### config.mk
export PLATFORM = sky130hd
export DESIGN_NAME = alien_draw
export DESIGN_NICKNAME = d
export VERILOG_FILES = /design/src/rtl/alien_draw.sv
export SDC_FILE = /design/constraint.sdc
export NUM_CORES = 1
export LEC_CHECK = 0
export CAP_MARGIN = 0
export CORE_ASPECT_RATIO = 0.75
export CORE_UTILIZATION = 35
export DETAILED_ROUTE_END_ITERATION = 10
export PLACE_DENSITY = 0.57
export SYNTH_ARGS = -nofsm -noshare
export SYNTH_HDL_FRONTEND = slang
export SYNTH_SLANG_ARGS = --single-unit
### constraint.sdc
create_clock -name clk -period 4.7 [get_ports clk]
set_input_delay 0.47 -clock clk [delete_from_list [all_inputs] [get_ports clk]]
set_output_delay 0.47 -clock clk [all_outputs]
set_load 0.02 [all_outputs]
### src/rtl/alien_draw.sv
// alien_draw: redraws a single SPRITE_W x SPRITE_H alien on a 160x120 VGA
// framebuffer. A frame_tick accepted in IDLE captures the alien's position,
// colour and alive flag. The block then erases the sprite at its previous
// position, if one was drawn, and draws it at the new position if the alien
// is alive. It emits one pixel per cycle in raster order and finishes with a
// one-cycle done pulse.
//
// Ports
//   clk          single clock, rising edge
//   reset_n      synchronous reset, ACTIVE HIGH despite its name
//   frame_tick   one-cycle redraw request; ignored while busy
//   x_pos/y_pos  alien top-left corner (8b / 7b)
//   colour       alien colour (3b)
//   alive        1 = erase then draw, 0 = erase only
//   vga_x/vga_y  pixel coordinate; holds its last value when plot = 0
//   vga_colour   pixel colour
//   plot         write strobe; vga_* are valid in the same cycle
//   busy         high from tick acceptance until the done cycle
//   done         one-cycle completion pulse
//   dbg_state    current FSM state (IDLE=0, ERASE=1, DRAW=2, DONE=3)
//
// Handshake: frame_tick is a request with no backpressure. It is accepted
// only when the FSM is in IDLE and is dropped otherwise. plot is a
// qualifier with no ready: the VGA adapter must accept every pixel that has
// plot = 1.
module alien_draw #(
  parameter int          SPRITE_W  = 4,
  parameter int          SPRITE_H  = 4,
  parameter logic [2:0]  BG_COLOUR = 3'b000
) (
  input  logic       clk,
  input  logic       reset_n,
  input  logic       frame_tick,
  input  logic [7:0] x_pos,
  input  logic [6:0] y_pos,
  input  logic [2:0] colour,
  input  logic       alive,
  output logic [7:0] vga_x,
  output logic [6:0] vga_y,
  output logic [2:0] vga_colour,
  output logic       plot,
  output logic       busy,
  output logic       done,
  output logic [1:0] dbg_state
);

  typedef enum logic [1:0] {
    IDLE  = 2'd0,
    ERASE = 2'd1,
    DRAW  = 2'd2,
    DONE  = 2'd3
  } state_t;

  localparam logic [3:0] DX_LAST = 4'(SPRITE_W - 1);
  localparam logic [3:0] DY_LAST = 4'(SPRITE_H - 1);

  state_t     state;
  logic [3:0] dx;
  logic [3:0] dy;

  logic [7:0] new_x;
  logic [6:0] new_y;
  logic [2:0] new_colour;
  logic       new_alive;

  logic [7:0] prev_x;
  logic [6:0] prev_y;
  logic       prev_valid;

  // Pixel for the current slot. The sum is one bit wider than the screen
  // coordinate, so a sprite hanging off the right or bottom edge is detected
  // rather than wrapped around.
  logic [7:0] base_x;
  logic [6:0] base_y;
  logic [2:0] pix_colour;
  logic [8:0] pix_x;
  logic [7:0] pix_y;
  logic       on_screen;
  logic       last_pix;

  always_comb begin
    base_x     = new_x;
    base_y     = new_y;
    pix_colour = new_colour;
    if (state == ERASE) begin
      base_x     = prev_x;
      base_y     = prev_y;
      pix_colour = BG_COLOUR;
    end
    pix_x     = {1'b0, base_x} + {5'd0, dx};
    pix_y     = {1'b0, base_y} + {4'd0, dy};
    on_screen = (pix_x <= 9'd159) && (pix_y <= 8'd119);
    last_pix  = (dx == DX_LAST) && (dy == DY_LAST);
  end

  assign dbg_state = state;

  always_ff @(posedge clk) begin
    if (reset_n) begin
      state      <= IDLE;
      dx         <= '0;
      dy         <= '0;
      new_x      <= '0;
      new_y      <= '0;
      new_colour <= '0;
      new_alive  <= 1'b0;
      prev_x     <= '0;
      prev_y     <= '0;
      prev_valid <= 1'b0;
      vga_x      <= '0;
      vga_y      <= '0;
      vga_colour <= '0;
      plot       <= 1'b0;
      busy       <= 1'b0;
      done       <= 1'b0;
    end else begin
      plot <= 1'b0;
      done <= 1'b0;
      case (state)
        IDLE: begin
          if (frame_tick) begin
            new_x      <= x_pos;
            new_y      <= y_pos;
            new_colour <= colour;
            new_alive  <= alive;
            busy       <= 1'b1;
            dx         <= '0;
            dy         <= '0;
            if (prev_valid)  state <= ERASE;
            else if (alive)  state <= DRAW;
            else             state <= DONE;
          end
        end

        ERASE, DRAW: begin
          // An off-screen slot still takes its cycle so that frame latency
          // does not depend on where the alien is.
          plot <= on_screen;
          if (on_screen) begin
            vga_x      <= pix_x[7:0];
            vga_y      <= pix_y[6:0];
            vga_colour <= pix_colour;
          end
          if (dx == DX_LAST) begin
            dx <= '0;
            if (dy == DY_LAST) dy <= '0;
            else               dy <= dy + 4'd1;
          end else begin
            dx <= dx + 4'd1;
          end
          if (last_pix) begin
            if (state == ERASE && new_alive) state <= DRAW;
            else                             state <= DONE;
          end
        end

        DONE: begin
          done       <= 1'b1;
          busy       <= 1'b0;
          prev_x     <= new_x;
          prev_y     <= new_y;
          prev_valid <= new_alive;
          state      <= IDLE;
        end

        default: state <= IDLE;
      endcase
    end
  end

endmodule

Yosys cells after proc, flatten, opt, wreduce, memory -nomap -nowiden
Index checks and enable logic that the tools add are counted.

word-level totals
  output and inout bits = 23
  bits of input ports = 22
  register bits = 66
  logic and storage cells = 63

operators by class
  reduce and logical (&&, ||, !) cells = 14
  muxes and demuxes = 18
  order comparisons = 2
  $add $sub $neg = 4
  bitwise gates (word level) = 1
  equal/unequal tests = 8

operator list
  cell                   count
  $mux W4                4
  $pmux W4 S2            2
  $reduce_and A2 Y1      5
  $add A8 B4 Y9          1
  $le A9 B8 Y1 const B   1
  $add A4 B1 Y4 const B  2
  $add A7 B4 Y8          1
  $eq A4 B2 Y1 const B   2
  $le A8 B7 Y1 const B   1
  $mux W8                1
  $mux W7                1
  $mux W2                3
  $ne A2 B2 Y1 const B   3
  $pmux W2 S3            1
  $eq A2 B2 Y1 const B   2
  $mux W1                4
  $reduce_bool A2 Y1     2
  $reduce_or A2 Y1       2
  $logic_and A1 B1 Y1    3
  $mux W3                1
  $reduce_and A3 Y1      1
  $eq A2 B1 Y1 const B   1
  $logic_not A2 Y1       1
  $pmux W1 S2            1
  $not A1 Y1             1

Depth between registers and ports, before layout
Gate-level depths: netlist (run 1).

  depth in word-level cells = 6
  depth in mapped cells = 16
  mapped depth without buffers = 12

Least setup slack after synthesis (run 1)
OpenSTA, ideal clock, no wires.

  kind = reg2reg
  from = register state[1] (netlist: dbg_state[1])
  to = register vga_x[6]
  stages on the path, launching flop included = 17
  data required time = 4.568 ns
  setup slack = 1.013 ns
  data arrival time = 3.555 ns
  library setup time = 0.132 ns
  clock period less this slack = 3.687 ns
  buffers on the path = 4
  cells stage by stage = dfxtp_1 inv_1 ha_1 buf_4 buf_4 clkbuf_1 mux2_2 ha_1 inv_1 fa_1 nand3b_1 a211o_1 xor2_1 o311a_1 buf_2 o21ai_1 a21oi_1

on the way
  longest elaborated chain between the ends = 6
  elaborated cells on any way between the ends = 11
  classes of those cells = add/sub: 2; order compare: 2; eq/ne: 2; mux: 2; reduce/logical: 3

RTL lines
  what                                            line     text
  from (decl)                                     57       state_t state;
  from (signal assigned)                          100      state <= IDLE;
  from (signal assigned)                          129      if (prev_valid) state <= ERASE;
  from (signal assigned)                          130      else if (alive) state <= DRAW;
  $eq A2 B1 Y1                                    85, 119
  $mux W8 or $mux W7 (tied branches)              85       if (state == ERASE) begin
  $add A8 B4 Y9 or $add A7 B4 Y8 (tied branches)  90, 91
  $le A9 B8 Y1 or $le A8 B7 Y1 (tied branches)    92       on_screen = (pix_x <= 9'd159) && (pix_y <= 8'd119);
  $logic_and A1 B1 Y1                             92
  $reduce_and A2 Y1 (no line)                     -
  to (signal assigned)                            140      vga_x <= pix_x[7:0];
  to (decl)                                       38       output logic [7:0] vga_x,

Parallel ways exist; a longest one is shown, timed or not.
A chain may end at the register's enable or synchronous reset.

Worst setup path after layout (run 1)
  from = register state[1] (netlist: dbg_state[1])
  to = register vga_y[6]

on the way
  longest elaborated chain between the ends = 6
  elaborated cells on any way between the ends = 11
  classes of those cells = add/sub: 2; order compare: 2; eq/ne: 2; mux: 2; reduce/logical: 3

RTL lines
  what                                            line     text
  $eq A2 B1 Y1                                    85, 119
  $mux W8 or $mux W7 (tied branches)              85
  $add A8 B4 Y9 or $add A7 B4 Y8 (tied branches)  90, 91
  $le A9 B8 Y1 or $le A8 B7 Y1 (tied branches)    92
  $logic_and A1 B1 Y1                             92
  $reduce_and A2 Y1 (no line)                     -
  to (signal assigned)                            141      vga_y <= pix_y[6:0];
  to (decl)                                       39       output logic [6:0] vga_y,

Parallel ways exist; a longest one is shown, timed or not.

==> results, run 1 <==
- The total wirelength of the detailed-routed design is 7700 um.
- The worst-case setup margin in the final layout is 0.727 ns.
- Cells with a size suffix above 1 make up 9.33% of the layout.
- The flow ran to the end, and the final reports show no timing, DRC or antenna violations.
- OpenSTA, run right after detailed placement, puts the worst setup slack at 0.783 ns.
- The required time of the critical path is 4.94 ns.
- STA classifies the critical path endpoint as a flop.
- The count of H-tree levels built during CTS is 3.
- The number of placement rows is 30.
- The number of unique standard cell types used by synthesis is 49.
- The first global-routing pass estimated 12800 um of wire.
- The number of global-route vias before repair is 2571.
- The minimum period implied by the final worst setup slack is 3.97 ns.
- The final hold violation count is 0.
- STA classifies the critical path startpoint as a flop.
- Hold repair after CTS inserted 0 buffers.
- The setup path with the least slack is of type reg -> reg.
- The area growth from synthesis to layout is 25.5%.
- The total area inside the core boundary comes to 9080 um^2.
- Yosys attributes the largest share of cell area to sky130_fd_sc_hd__dfxtp_1 (40%), sky130_fd_sc_hd__a21oi_1 (7.6%), sky130_fd_sc_hd__mux2i_1 (6.7%).
- The pre-antenna-repair detailed-routing pass consisted of 4 iterations.
- The flip-flop cell with the highest count after synthesis is sky130_fd_sc_hd__dfxtp_1.
- The setup check on the worst reg-to-reg path leaves a slack of 0.73 ns.
- After the last flow step, the layout net total stands at 452.
- The design draws 0.00213 W.
- In this run the cell area of the synthesized design comes to 3290 um^2.
- The pin count of the biggest net entering global routing is 39.
- The tree is rooted in a sky130_fd_sc_hd__clkbuf_16.
- The post-CTS setup-driven buffer insertion count is 0.
- The final estimated routing congestion in global placement is 0.852.
- The detailed router placed 2743 vias in this run.
- The number of antenna violations at the first check in global routing is 0.
- Of all flip-flops after synthesis, the portion carrying an async set or reset was 0%.
- Dividing the detail-routed wire length by the instance count gives 14.1 um.
- The repair_antennas step left the layout with diodes totalling 0.
- The sink count of the clock tree is 66.
- The worst-case vdd ir drop is 0.000216 V.
- The clock arrives with 0.00667 ns of skew.
- The most critical setup path has its startpoint at dbg_state[1].
- The worst path uses 84.5% of the clock period.
- After synthesis, the mean cell area works out to 8.81 um^2.
- The area share of the largest cell type after synthesis is 40.1%.
- After filler insertion, the fill cell instance count of the layout stands at 908.
- The headroom to the max-slew limit is 29.7%.
- The clock passes through at most 2 buffers.
- The number of nets produced by synthesis is 413.
- For this configuration, the core starts out at a cell density of 36.3%.
- The die outline area is 9810 um^2.
- The overall die width is 114 um.
- The arrival time of data at the critical path endpoint is 4.21 ns.
- After detailed routing, the number of remaining DRC violations is 0.
- The number of gates resized after CTS was 0.
- The detail-routed via count per cell is 5.02.
- The final-report max-slew violation count is 0.
- The number of synthesized flops with an enable pin is 0.
- The transition time at the pin with the least slew margin is 1.05 ns.
- During synthesis, Yosys emitted a total of 0 warnings.
- Detailed placement finished with a half-perimeter wire length of 5430 um.
- In this run the tool buffered the top-level ports with 44 buffer cells.
- The clock latency at the later pin of the worst-skew pair is 0.33 ns.
- The final sum of negative setup slack is 0 ns.
- In this run, CTS created clock tree buffers numbering 9.
- For this design the top-level I/O count stands at 45.
- Global routing consumed, over all layers together, 16.8% of the routing resources.
- The number of max-cap violations is 0.
- The startpoint identified for the worst hold timing path is new_colour[1].
- The min-delay analysis places its worst path in the category reg -> reg.
- The floorplan step set the die height to 86.0 um.
- After synthesis, flip-flops and latches occupy 40.1% of the total area.
- In this run the power density over the cells is 515 nW/um^2.
- Summed over all layers, the global routing overflow is 0.
- Of all nets on the critical path, the largest fanout is 16.
- For this block, the initial DRC count from the detailed router was 143.
- The flop and latch count out of synthesis is 66.
- The worst register-to-register path begins at dbg_state[1].
- The clock-pin slew reported for the worst setup and hold paths after clock tree synthesis is 0.05 ns.
- The top achievable clock speed is 252 MHz.
- Counting every instance in the synthesized netlist gives 374.
- The leakage dissipation is 1.52 nW.
- TritonCTS built the clock tree.
- Setup violations remaining at the end of the flow were counted as 0.
- The residual antenna-violating net count after detailed routing is 0.
- Setup repair after global routing left no endpoint under its margin.
- The cell accounting for the most synthesized area is sky130_fd_sc_hd__dfxtp_1.
## area by class of cell
| cell class | count | area, um^2 | share of cell area (%) |
|---|---|---|---|
| Tap cell | 128 | 160 | 3.88 |
| Multi-Input combinational cell | 276 | 1840 | 44.5 |
| Sequential cell | 66 | 1320 | 32.0 |
| Timing Repair Buffer | 49 | 473 | 11.4 |
| Clock inverter | 2 | 35.0 | 0.848 |
| Inverter | 11 | 41.3 | 0.999 |
| Clock buffer | 14 | 264 | 6.39 |
## cell usage after synthesis (4+ instances only)
cell                       count
sky130_fd_sc_hd__nand3_1      15
sky130_fd_sc_hd__nand2b_1      4
sky130_fd_sc_hd__a211oi_1      6
sky130_fd_sc_hd__mux2_2       13
sky130_fd_sc_hd__o21ai_1      10
sky130_fd_sc_hd__dfxtp_1      66
sky130_fd_sc_hd__nor2_1       27
sky130_fd_sc_hd__nand2_1      46
sky130_fd_sc_hd__a21oi_1      50
sky130_fd_sc_hd__nor3_1        4
sky130_fd_sc_hd__xnor2_1       5
sky130_fd_sc_hd__clkbuf_1     12
sky130_fd_sc_hd__inv_1        11
sky130_fd_sc_hd__ha_1         15
sky130_fd_sc_hd__o21ai_0       7
sky130_fd_sc_hd__mux2i_1      22
## logic make-up (layout without fill, tap and decap cells)
kind of cell	count (synthesis)	count (layout)	synth area share, %
AND/OR/NAND/NOR	118	118	16.6
AO/OA/AOI/OAI	97	97	18.6
flip-flops	66	66	40.1
multiplexers	36	36	11.6
buffers and inverters	32	76	4.10
adder cells (fa/ha/maj)	17	17	6.91
XOR/XNOR	8	8	2.13
## cell usage in the layout (no fill, tap or decap), drive strengths merged, types with 2 or more instances in the layout
cell	Yosys	final
dfxtp	66	66
a21oi	50	50
nand2	47	47
clkdlybuf4s50	0	43
nor2	27	27
mux2i	23	23
o21ai	17	17
nand3	15	15
ha	15	15
clkbuf	12	14
mux2	13	13
inv	11	11
a211oi	6	6
buf	9	6
xnor2	5	5
nor3	4	4
nand2b	4	4
a211o	3	3
o21a	3	3
nand4	3	3
nand3b	3	3
xor2	3	3
a21o	3	3
nand4b	3	3
or3	3	3
o21bai	2	2
and2	2	2
a221oi	2	2
a31o	2	2
nor2b	2	2
fa	2	2
or2	2	2
## metal layers
metal,global-route usage [%],up-vias,wire length (um)
li1,-,1400,-
met1,22.2,1288,3900
met2,25.7,53,3440
met3,5.44,2,341
met4,6.14,0,27
met5,0,-,0
## path summary, 6_finish.rpt
check | end | cells after the start
worst min-delay path | new_colour[1] | 2
worst max-delay path | vga_y[6] | 12
worst max register to register | vga_y[6] | 12
worst min register to register | new_colour[1] | 2
## worst max-delay path, stage by stage, from the launching register on
cell,delay [ns]
sky130_fd_sc_hd__dfxtp_1,0.34
sky130_fd_sc_hd__inv_1,0.11
sky130_fd_sc_hd__ha_1,0.61
sky130_fd_sc_hd__mux2_2,0.29
sky130_fd_sc_hd__ha_1,0.17
sky130_fd_sc_hd__inv_1,0.06
sky130_fd_sc_hd__fa_1,0.40
sky130_fd_sc_hd__nand3b_1,0.20
sky130_fd_sc_hd__a211o_1,0.31
sky130_fd_sc_hd__xor2_1,0.21
sky130_fd_sc_hd__o311ai_4,0.67
sky130_fd_sc_hd__nand2_2,0.19
sky130_fd_sc_hd__a221oi_1,0.32
## registers in the layout, indices dropped and copies added (netlist names), 4 cells and up
signal / count
dy: 4
prev_y: 7
new_x: 8
prev_x: 8
vga_x: 8
dx: 4
vga_y: 7
new_y: 7
## power by group
part / switching [W] / total (W) / internal [W]
combinational: 0.000418 / 0.000725 / 0.000307
sequential: 0.0000760 / 0.000732 / 0.000656
clock: 0.000230 / 0.000669 / 0.000439
total: 0.000724 / 0.00213 / 0.00140
## stage by stage
step / util [%] / cells / instance area [um^2] / hold WS, ns
2_1_floorplan: - / 374 / 3290 / 0.436
3_3_place_gp: 42.2 / 530 / 3830 / 0.448
3_5_place_dp: 42.2 / 530 / 3830 / 0.452
4_1_cts: 45.5 / 546 / 4130 / 0.458
5_1_grt: 45.5 / 546 / 4130 / 0.484
6_report: 45.5 / 546 / 4130 / 0.462
(Power assumes the default switching activity.)
==> run 2: changes to the inputs <==
==> constraint.sdc (replaced) <==
create_clock -name clk -period 3.7 [get_ports clk]
set_input_delay 0.37 -clock clk [delete_from_list [all_inputs] [get_ports clk]]
set_output_delay 0.37 -clock clk [all_outputs]
set_load 0.02 [all_outputs]
==> run 2 against run 1 <==
Critical endpoint is now vga_x[1]; combinational power increased by 29%; maximum frequency increased by 17%; register-to-register slack got worse by 0.42 ns; core utilization about the same; clock-buffer cell count decreased by 2; clock power increased by 16%; clock skew decreased by 0.0019 ns; sequential share of layout area about the same.
==> results, run 2 (synthesis gave the netlist of run 1 again) <==
- In the routed design, unresolved DRC markers number 0.
- The fraction of final layout cells sized beyond drive strength 1 is 10.5%.
- The kind of launch point of the worst setup path is a flop.
- The area of all sequential standard cells is 1320 um^2.
- In this run the core area contains 30 standard-cell rows.
- Broken down by cell family, the worst path's largest delay share belongs to compound AO/OA/AOI/OAI gates.
- The arrival time of data at the critical path endpoint is 3.64 ns.
- Traced cell by cell, the critical path runs through inv_1 > ha_2 > mux2_2 > ha_1 > inv_1 > fa_1 > nand3b_1 > a211o_1 > xor2_1 > o311ai_4 > buf_4 > a21oi_1 > a211oi_1.
- The headroom to the max-slew limit is 26.8%.
- The largest individual stage delay along the critical path comes from the cell sky130_fd_sc_hd__o311ai_4.
- The worst hold path belongs to the class reg -> reg.
- The sink count of the clock tree is 66.
- In the routed layout, each cell is associated on average with a via count of 5.01.
- The first global-routing pass estimated 12900 um of wire.
- The number of global-route vias before repair was 2498.
- The filler cells instantiated in the layout total 905.
- Entering global routing, the biggest net connects 38 pins.
- The final-report max-slew violation count is 0.
- The clock-pin slew reported for the worst setup and hold paths after clock tree synthesis is 0.05 ns.
- Net switching is 35.0% of the power.
- In this run the worst path has a maximum fanout of 11.
- The internal power of the cells totals 0.00172 W.
- The residual antenna-violating net count after detailed routing is 0.
- The number of antenna violations at the first check in global routing is 0.
- The starting density of the core is 36.3%.
- From synthesis to final layout, the design area changed by 25.4%.
- The final net count is 455.
- The number of clock buffers inserted by TritonCTS is 9.
- The tool flagged a number of max-cap violations equal to 0.
- The clock reaches the later pin of the worst-skew pair after 0.33 ns.
- The number of iterations in the first detailed-routing pass is 4.
- The total of buffers placed on input and output ports is 44.
- Leaving out fill and tap cells, the most frequent cell in the layout is sky130_fd_sc_hd__dfxtp_1.
- The floorplan step defined a die boundary enclosing 9810 um^2.
- Measured on the finished design, the core utilization comes to 45.5%.
- The total area of multi-input combinational cells is 1840 um^2.
- The clock passes through at most 2 buffers.
- In this run the clock root is driven by a sky130_fd_sc_hd__clkbuf_16.
- The count of H-tree levels built during CTS is 3.
- The setup violation total in the final timing report is 0.
- Data on the critical path is required at its endpoint by 3.95 ns.
- The analysis attributes to net switching a power of 0.000923 W.
- The congestion estimate from routability-driven global placement came to 0.764.
- The die height is 86.0 um.
- After legalization and detailed placement, the total HPWL measured 5460 um.
- Summing over every cut layer, the via total after detailed routing is 2744.
- The clock network fraction of total power is 29.4%.
- The number of antenna diodes in the final layout is 0.
- The worst setup path is of the reg -> reg kind.
- The longest individual stage delay on the worst path is 0.43 ns.
- Derived from the worst setup path, the maximum achievable clock frequency is 295 MHz.
- Measured along the x axis, the die boundary spans 114 um.
- The mean routed wirelength per cell is 14.2 um.
- Sequential cells account for 35.1% of the total power.
- At the pin with the least slew margin, the transition time is 1.10 ns.
- The leakage dissipation is 1.53 nW.
- The run finished with clean final reports.
- In this design, the critical path's most frequently occurring cell is sky130_fd_sc_hd__inv_1.
- Together, buffers and inverters on the worst path number 3.
- Setup repair after global routing left no endpoint under its margin.
- In the global route stage, overall resource usage came out at 17.4%.
- The TritonCTS clock tree is yes.
- The first routing iteration left 148 violations.
- 45 I/O pins were placed.
- STA classifies the critical path endpoint as a flop.
- The power density relative to cell area is 639 nW/um^2.
- The minimum period implied by the final worst setup slack is 3.39 ns.
- VDD sags by at most 0.000216 V.
- The final hold violation count is 0.
- The top cell types in the final layout, fill and taps aside, are sky130_fd_sc_hd__dfxtp_1 (66), sky130_fd_sc_hd__a21oi_1 (50), sky130_fd_sc_hd__nand2_1 (46).
- The post-route clock period utilization is 91.7%.
- The largest registers in the layout are new_x x8, prev_x x8, vga_x x8.
- Summed over all failing endpoints, the final setup total negative slack is 0 ns.
- The placeable core area is 9080 um^2.
- The leftover overflow at the end of global routing is 0.
- The worst setup skew after layout is 0.00475 ns.
- The power share of the combinational group is 35.5%.
- The total wirelength of the detailed-routed design is 7770 um.
==> run 2: final cells by class <==
class,instances,area share [%]
Inverter,11,1.00
Sequential cell,66,32.0
Timing Repair Buffer,52,12.0
Clock inverter,3,0.364
Tap cell,128,3.88
Multi-Input combinational cell,276,44.5
Clock buffer,12,6.21
==> run 2: what timing repair did <==
item                                    4_1_cts  5_1_grt
endpoints found under the setup margin        0       18
buffers inserted                              0        0
gates resized for setup                       0        1
hold buffers                                  0        0
==> run 2: path summary, 6_finish.rpt <==
path	from	endpoint	slack (ns)	cells after the start
worst min register to register	new_colour[1]	new_colour[1]	0.47	2
worst max register to register	dbg_state[1]	vga_x[1]	0.31	13
worst max-delay path	dbg_state[1]	vga_x[1]	0.31	13
worst min-delay path	new_colour[1]	new_colour[1]	0.47	2
==> run 2: power by group through the flow <==
stage                     clock, W  sequential (W)  combinational, W
after global routing      0.000833        0.000944           0.00104
after CTS                 0.000802        0.000928          0.000944
after floorplan                  0         0.00100          0.000544
after global placement           0        0.000940          0.000929
final                     0.000776        0.000927          0.000937
after detailed placement         0        0.000941          0.000941
==> run 2: stage by stage <==
stage | hold slack (ns) | instances | area [um^2] | setup WS [ns] | power [W]
after floorplan | 0.436 | 374 | 3290 | 0.0130 | 0.00154
after global placement | 0.451 | 533 | 3850 | 0.222 | 0.00187
after detailed placement | 0.463 | 533 | 3850 | 0.156 | 0.00188
after CTS | 0.474 | 548 | 4130 | 0.155 | 0.00267
after global routing | 0.489 | 548 | 4130 | 0.0368 | 0.00281
final | 0.473 | 548 | 4130 | 0.309 | 0.00264
==> run 2: worst reg2reg max path: cells and delay by family (launching register included) <==
family | cells | cell delay (ns)
DFF | 1 | 0.37
muxes | 1 | 0.26
AOI/OAI and AO/OA | 4 | 1.01
xor gates and xnor gates | 1 | 0.22
adders and majority gates | 3 | 0.85
and+or+nand+nor | 1 | 0.20
buffers and inverters | 3 | 0.41
==> run 2: routing by layer <==
metal	part of all wire, %	global-route usage [%]	vias to the layer above
met5	0	0	-
met4	1.5	6.38	0
met3	5.3	5.44	9
met2	42	25.7	56
met1	51	23.8	1264
li1	-	-	1415
==> run 3: changes to the inputs <==
==> constraint.sdc (replaced) <==
create_clock -name clk -period 3.7 [get_ports clk]
set_input_delay 0.37 -clock clk [delete_from_list [all_inputs] [get_ports clk]]
set_output_delay 0.37 -clock clk [all_outputs]
set_load 0.005 [all_outputs]
==> results of run 3 <==
The final DEF is identical to that of run 2. Status: finished, final reports clean.
Among the figures that moved: total power 0.00264 W -> 0.00256 W
==> RTL change 1 (config.mk and constraints of run 2) <==
Put one more register stage on the output `plot`, cleared by the reset. The value now appears one clock later. The other outputs are not delayed to match. Comments in the files are not updated.
--- a/src/rtl/alien_draw.sv
+++ b/src/rtl/alien_draw.sv
@@ -53,6 +53,8 @@
 
   localparam logic [3:0] DX_LAST = 4'(SPRITE_W - 1);
   localparam logic [3:0] DY_LAST = 4'(SPRITE_H - 1);
+
+  logic plot_s0;
 
   state_t     state;
   logic [3:0] dx;
@@ -110,11 +112,11 @@
       vga_x      <= '0;
       vga_y      <= '0;
       vga_colour <= '0;
-      plot       <= 1'b0;
+      plot_s0    <= 1'b0;
       busy       <= 1'b0;
       done       <= 1'b0;
     end else begin
-      plot <= 1'b0;
+      plot_s0 <= 1'b0;
       done <= 1'b0;
       case (state)
         IDLE: begin
@@ -135,7 +137,7 @@
         ERASE, DRAW: begin
           // An off-screen slot still takes its cycle so that frame latency
           // does not depend on where the alien is.
-          plot <= on_screen;
+          plot_s0 <= on_screen;
           if (on_screen) begin
             vga_x      <= pix_x[7:0];
             vga_y      <= pix_y[6:0];
@@ -168,5 +170,13 @@
     end
   end
 
+  always_ff @(posedge clk) begin
+    if (reset_n) begin
+      plot <= '0;
+    end else begin
+      plot <= plot_s0;
+    end
+  end
+
 endmodule
 
Check against the original RTL: not equivalent (Yosys sat finds a counterexample within 4 cycles, from zero or initial values and one cycle with reset_n high).
==> RTL change 1 against run 2 <==
Worst setup slack got worse by 0.062 ns. Final area increased by 0.30%. Synthesized cell count increased by 0.27%. Total power increased by 1.3%. Highest routed layer unchanged. Sequential cell count increased by 1. Area after synthesis decreased by 0.91%. Count of clock-buffer cells in the layout increased by 3. Wire length increased by 0.53%. Combinational power decreased by 6.8%.
==> RTL change 1: results (changes against run 2) <==
| Metric | Value |
|---|---|
| Outcome | `completed` |
| Yosys warns | `0 (unchanged)` |
| Pre-CTS WS | `0.0885 ns (-0.0672 ns)` |
| Sw frac | `0.336 (-0.0140)` |
| CTS clk-pin slew, worst paths | `0.05 ns (about the same)` |
| Max Slew Vio Count | `0 (unchanged)` |
| Synth Instances | `375 (+0.27%)` |
| Initial antenna violation count | `0 (unchanged)` |
| Fill cells | `898 (-0.77%)` |
| Cells after DPL | `531 (-0.38%)` |
| Layout Skew | `0.00598 ns (+0.00123 ns)` |
| Hold_sp | `reset_n` |
| Largest net degree at the start of global routing | `50 (+32%)` |
| RR Startpoint | `dbg_state[0]$_SDFFE_PP0P_` |
| Met2 usage | `0.264 (+0.00711)` |
| Post-synthesis cell type count | `44 (-10%)` |
| Final Hold Slack | `0.409 ns (-0.0639 ns)` |
| Hold EP | `prev_y[1]$_SDFFE_PP0P_` |
| Worst r2r path cells | `11 (-2)` |
| TritonCTS buffer count | `9 (unchanged)` |
| Post-synth top cells | `dfxtp_1 (67), nand2_1 (53), a21oi_1 (45)` |
| Maximum vdd drop | `0.000309 V (+43%)` |
| Worst Setup EP | `vga_y[5]$_SDFFE_PP0P_` |
| Vias in the first global route | `2,625 (+5.1%)` |
| Crit Path Max Fanout | `14 (+3)` |
| R2r setup slk | `0.25 ns (-0.06 ns)` |
| Leak | `1.52 nW (-0.15%)` |
| Biggest regs | `new_x (8), prev_x (8), vga_x (8)` |
| Vias | `2,729 (-0.55%)` |
| Initial drt markers | `98 (-34%)` |
| Grt met3 use | `0.0488 (-0.00565)` |
| Arrival time worst endpoint | `3.72 ns (+0.08 ns)` |
| First-pass GRT wire length | `12.8 mm (-1.2%)` |
| Worst setup SP type | `flip-flop` |
| Synth top area share | `0.411 (+0.00983)` |
| Routability cong. | `0.827 (+8.2%)` |
| GRT Util Overall | `0.170 (-0.00400)` |
| Final setup viols | `0 (unchanged)` |
| Slew margin rel. | `0.308 (+0.0406)` |
| Met1 usage | `0.226 (-0.0120)` |
| Layout Nets | `453 (-0.44%)` |
| Routed Wire Length | `7.81 mm (+0.53%)` |
| Synth area leaders | `dfxtp_1 (41%), mux2i_1 (7.4%), a21oi_1 (6.9%)` |
| DPL Wire Length | `5.59 mm (+2.4%)` |
| Hold Crit Class | `in -> reg` |
| N_diodes | `0 (unchanged)` |
| Register area share after synthesis | `0.411 (+0.00983)` |
| Fin cells | `547 (-0.18%)` |
| CTS root buf | `clkbuf_16` |
| Final Critical Period | `3.45 ns (+0.0618 ns)` |
| Layout cells sized above 1 | `0.0931 (-0.0117)` |
| Post-Syn Nets | `414 (+0.24%)` |
RTL change 1: area by class of cell:
cell class / instances / area share
multi-input combinational: 278 / 0.441
tap: 128 / 0.0387
timing repair buffer: 49 / 0.114
sequential: 67 / 0.324
inverter: 9 / 0.00816
clock buffer: 15 / 0.0671
clock inverter: 1 / 0.00725
RTL change 1: kinds of logic after synthesis:
family | count (synthesis) | synth area share
compound gates | 89 | 0.167
xor+xnor | 8 | 0.0215
fa+ha+maj | 17 | 0.0698
buf+inv | 30 | 0.0372
flops | 67 | 0.411
mux | 35 | 0.112
simple gates | 129 | 0.182
RTL change 1: power groups by stage:
stage	clock network, mW	logic, mW	registers [mW]
after CTS	0.889	0.863	0.935
after global routing	0.918	0.966	0.951
after detailed placement	0	0.860	0.948
final	0.867	0.873	0.933
after floorplan	0	0.509	0.991
after global placement	0	0.847	0.946
RTL change 1: worst max-delay path, cell delays in order (launching register included):
cell      delay [ns]
dfxtp_1         0.43
ha_2            0.34
buf_4           0.25
mux2_2          0.40
fa_1            0.44
nand3_1         0.12
a22oi_1         0.16
a221oi_2        0.39
o41ai_2         0.18
buf_4           0.21
or4_1           0.41
o21ai_1         0.08
RTL change 1: stage by stage:
stage / util / total power, mW / cell area [um2]
final: 0.458 / 2.67 / 4140
after global routing: 0.458 / 2.84 / 4140
after CTS: 0.455 / 2.69 / 4120
after detailed placement: 0.421 / 1.81 / 3810
after global placement: 0.421 / 1.79 / 3810
after floorplan: - / 1.50 / 3260
RTL change 1: layer usage:
| layer | vias to the layer above | share of wire |
|---|---|---|
| met5 | - | 0 |
| met4 | 0 | 0.013 |
| met3 | 10 | 0.032 |
| met2 | 42 | 0.45 |
| met1 | 1283 | 0.50 |
| li1 | 1394 | - |
==> RTL change 2 (config.mk and constraints of run 2) <==
Without the edit above. Add an input register stage for `frame_tick`, `x_pos`, `y_pos`, `colour` and `alive`; this delays them by one clock. Comments in the files are not updated.
--- a/src/rtl/alien_draw.sv
+++ b/src/rtl/alien_draw.sv
@@ -53,6 +53,20 @@
 
   localparam logic [3:0] DX_LAST = 4'(SPRITE_W - 1);
   localparam logic [3:0] DY_LAST = 4'(SPRITE_H - 1);
+
+  logic frame_tick_q;
+  logic [7:0] x_pos_q;
+  logic [6:0] y_pos_q;
+  logic [2:0] colour_q;
+  logic alive_q;
+
+  always_ff @(posedge clk) begin
+    frame_tick_q <= frame_tick;
+    x_pos_q      <= x_pos;
+    y_pos_q      <= y_pos;
+    colour_q     <= colour;
+    alive_q      <= alive;
+  end
 
   state_t     state;
   logic [3:0] dx;
@@ -118,16 +132,16 @@
       done <= 1'b0;
       case (state)
         IDLE: begin
-          if (frame_tick) begin
-            new_x      <= x_pos;
-            new_y      <= y_pos;
-            new_colour <= colour;
-            new_alive  <= alive;
+          if (frame_tick_q) begin
+            new_x      <= x_pos_q;
+            new_y      <= y_pos_q;
+            new_colour <= colour_q;
+            new_alive  <= alive_q;
             busy       <= 1'b1;
             dx         <= '0;
             dy         <= '0;
             if (prev_valid)  state <= ERASE;
-            else if (alive)  state <= DRAW;
+            else if (alive_q)  state <= DRAW;
             else             state <= DONE;
           end
         end
Formal check against the unedited RTL: not equivalent (Yosys sat finds a counterexample within 4 cycles, from zero or initial values and one cycle with reset_n high).
==> RTL change 2 against run 2 <==
Count of clock-buffer cells in the layout down 2. Area after synthesis up 12%. Sequential cell count up 20. Worst setup slack worse by 0.032 ns. Sequential power up 22%. Final area up 10%. Wire length down 0.95%. Total power up 15%. Sequential share of layout area up 5.9 points. Via count up 3.4%. First-iteration DRC count up 24%. Critical path type unchanged. Largest power group is now registers. Highest routed layer unchanged.
==> RTL change 2: results (changes against run 2) <==
| Metric | Value |
|---|---|
| Initial antenna violation count | `0 (unchanged)` |
| Post-synth top cells | `dfxtp_1 (86), a21oi_1 (52), nand2_1 (48)` |
| Mux cell area share after synthesis | `0.100 (-0.0151)` |
| Final Hold Slack | `0.432 ns (-0.0406 ns)` |
| Layout Nets | `474 (+4.2%)` |
| Register area share after synthesis | `0.467 (+0.0654)` |
| Avg Vias per Cell | `4.92 (-1.7%)` |
| Max stage delay cell, worst path | `fa_1` |
| Worst-Margin Slew | `1.14 ns (+0.0451 ns)` |
| Clock network power share | `0.279 (-0.015)` |
| GRT Util Overall | `0.152 (-0.0225)` |
| Hold EP | `new_x[0]$_SDFFE_PP0P_` |
| Cells after DPL | `560 (+5.1%)` |
| Maximum vdd drop | `0.000465 V (+120%)` |
| R2r setup slk | `0.28 ns (-0.03 ns)` |
| Arrival time worst endpoint | `3.67 ns (+0.03 ns)` |
| Layout Skew | `0.00589 ns (+0.00114 ns)` |
| Worst Setup EP | `vga_y[4]$_SDFFE_PP0P_` |
| Leak | `1.67 nW (+9.1%)` |
| CTS clk-pin slew, worst paths | `0.07 ns (+0.02 ns)` |
| First-pass GRT wire length | `13.0 mm (+0.38%)` |
| Crit path largest cell delay | `0.40 ns (-0.03 ns)` |
| Final Critical Period | `3.42 ns (+0.0323 ns)` |
| Internal power | `1.96 mW (+14%)` |
| Fill cells | `1,016 (+12%)` |
| Synth Area in Compound Gates | `0.166 (-0.0196)` |
| DR WL/cell | `13.4 um (-5.8%)` |
| Initial drt markers | `183 (+24%)` |
| Outcome | `completed` |
| Xor/xnor share of the synthesized area | `0.0166 (-0.00466)` |
| Gate power share | `0.350 (-0.005)` |
| Synth area leaders | `dfxtp_1 (47%), a21oi_1 (7.1%), mux2i_1 (5.7%)` |
| Synth Instances | `392 (+4.8%)` |
| Vias | `2,836 (+3.4%)` |
| Pwr Density | `668 mW/mm2 (+4.4%)` |
| Post-synthesis cell type count | `48 (-2.0%)` |
| Vias in the first global route | `2,681 (+7.3%)` |
RTL change 2: cell types whose count changed after synthesis, sizes merged, moves of 3 or more:
| cell | change |
|---|---|
| dfxtp | +20 |
| o21ai | +5 |
| a211o | -3 |
| xor2 | -3 |
RTL change 2: metal layers:
layer  vias up  part of all wire  track usage
met4         0             0.013       0.0525
met1      1311              0.53        0.212
met3         9             0.045       0.0467
met2        56              0.41        0.219
li1       1460                 -            -
met5         -                 0            0
RTL change 2: layout make-up:
cell class	instances	area [um2]	area share
multi-input combinational	276	1830	0.403
clock buffer	10	239	0.0525
timing repair buffer	53	503	0.111
sequential	86	1720	0.379
clock inverter	6	46.3	0.0102
inverter	9	33.8	0.00743
tap	136	170	0.0374
RTL change 2: cells by family (layout without fill, tap and decap cells):
group,Yosys count,after routing
AND/OR/NAND/NOR,120,120
AO/OA/AOI/OAI,98,98
flip-flops,86,86
multiplexers,34,34
buffers and inverters,30,78
adder cells (fa/ha/maj),17,17
XOR/XNOR,7,7
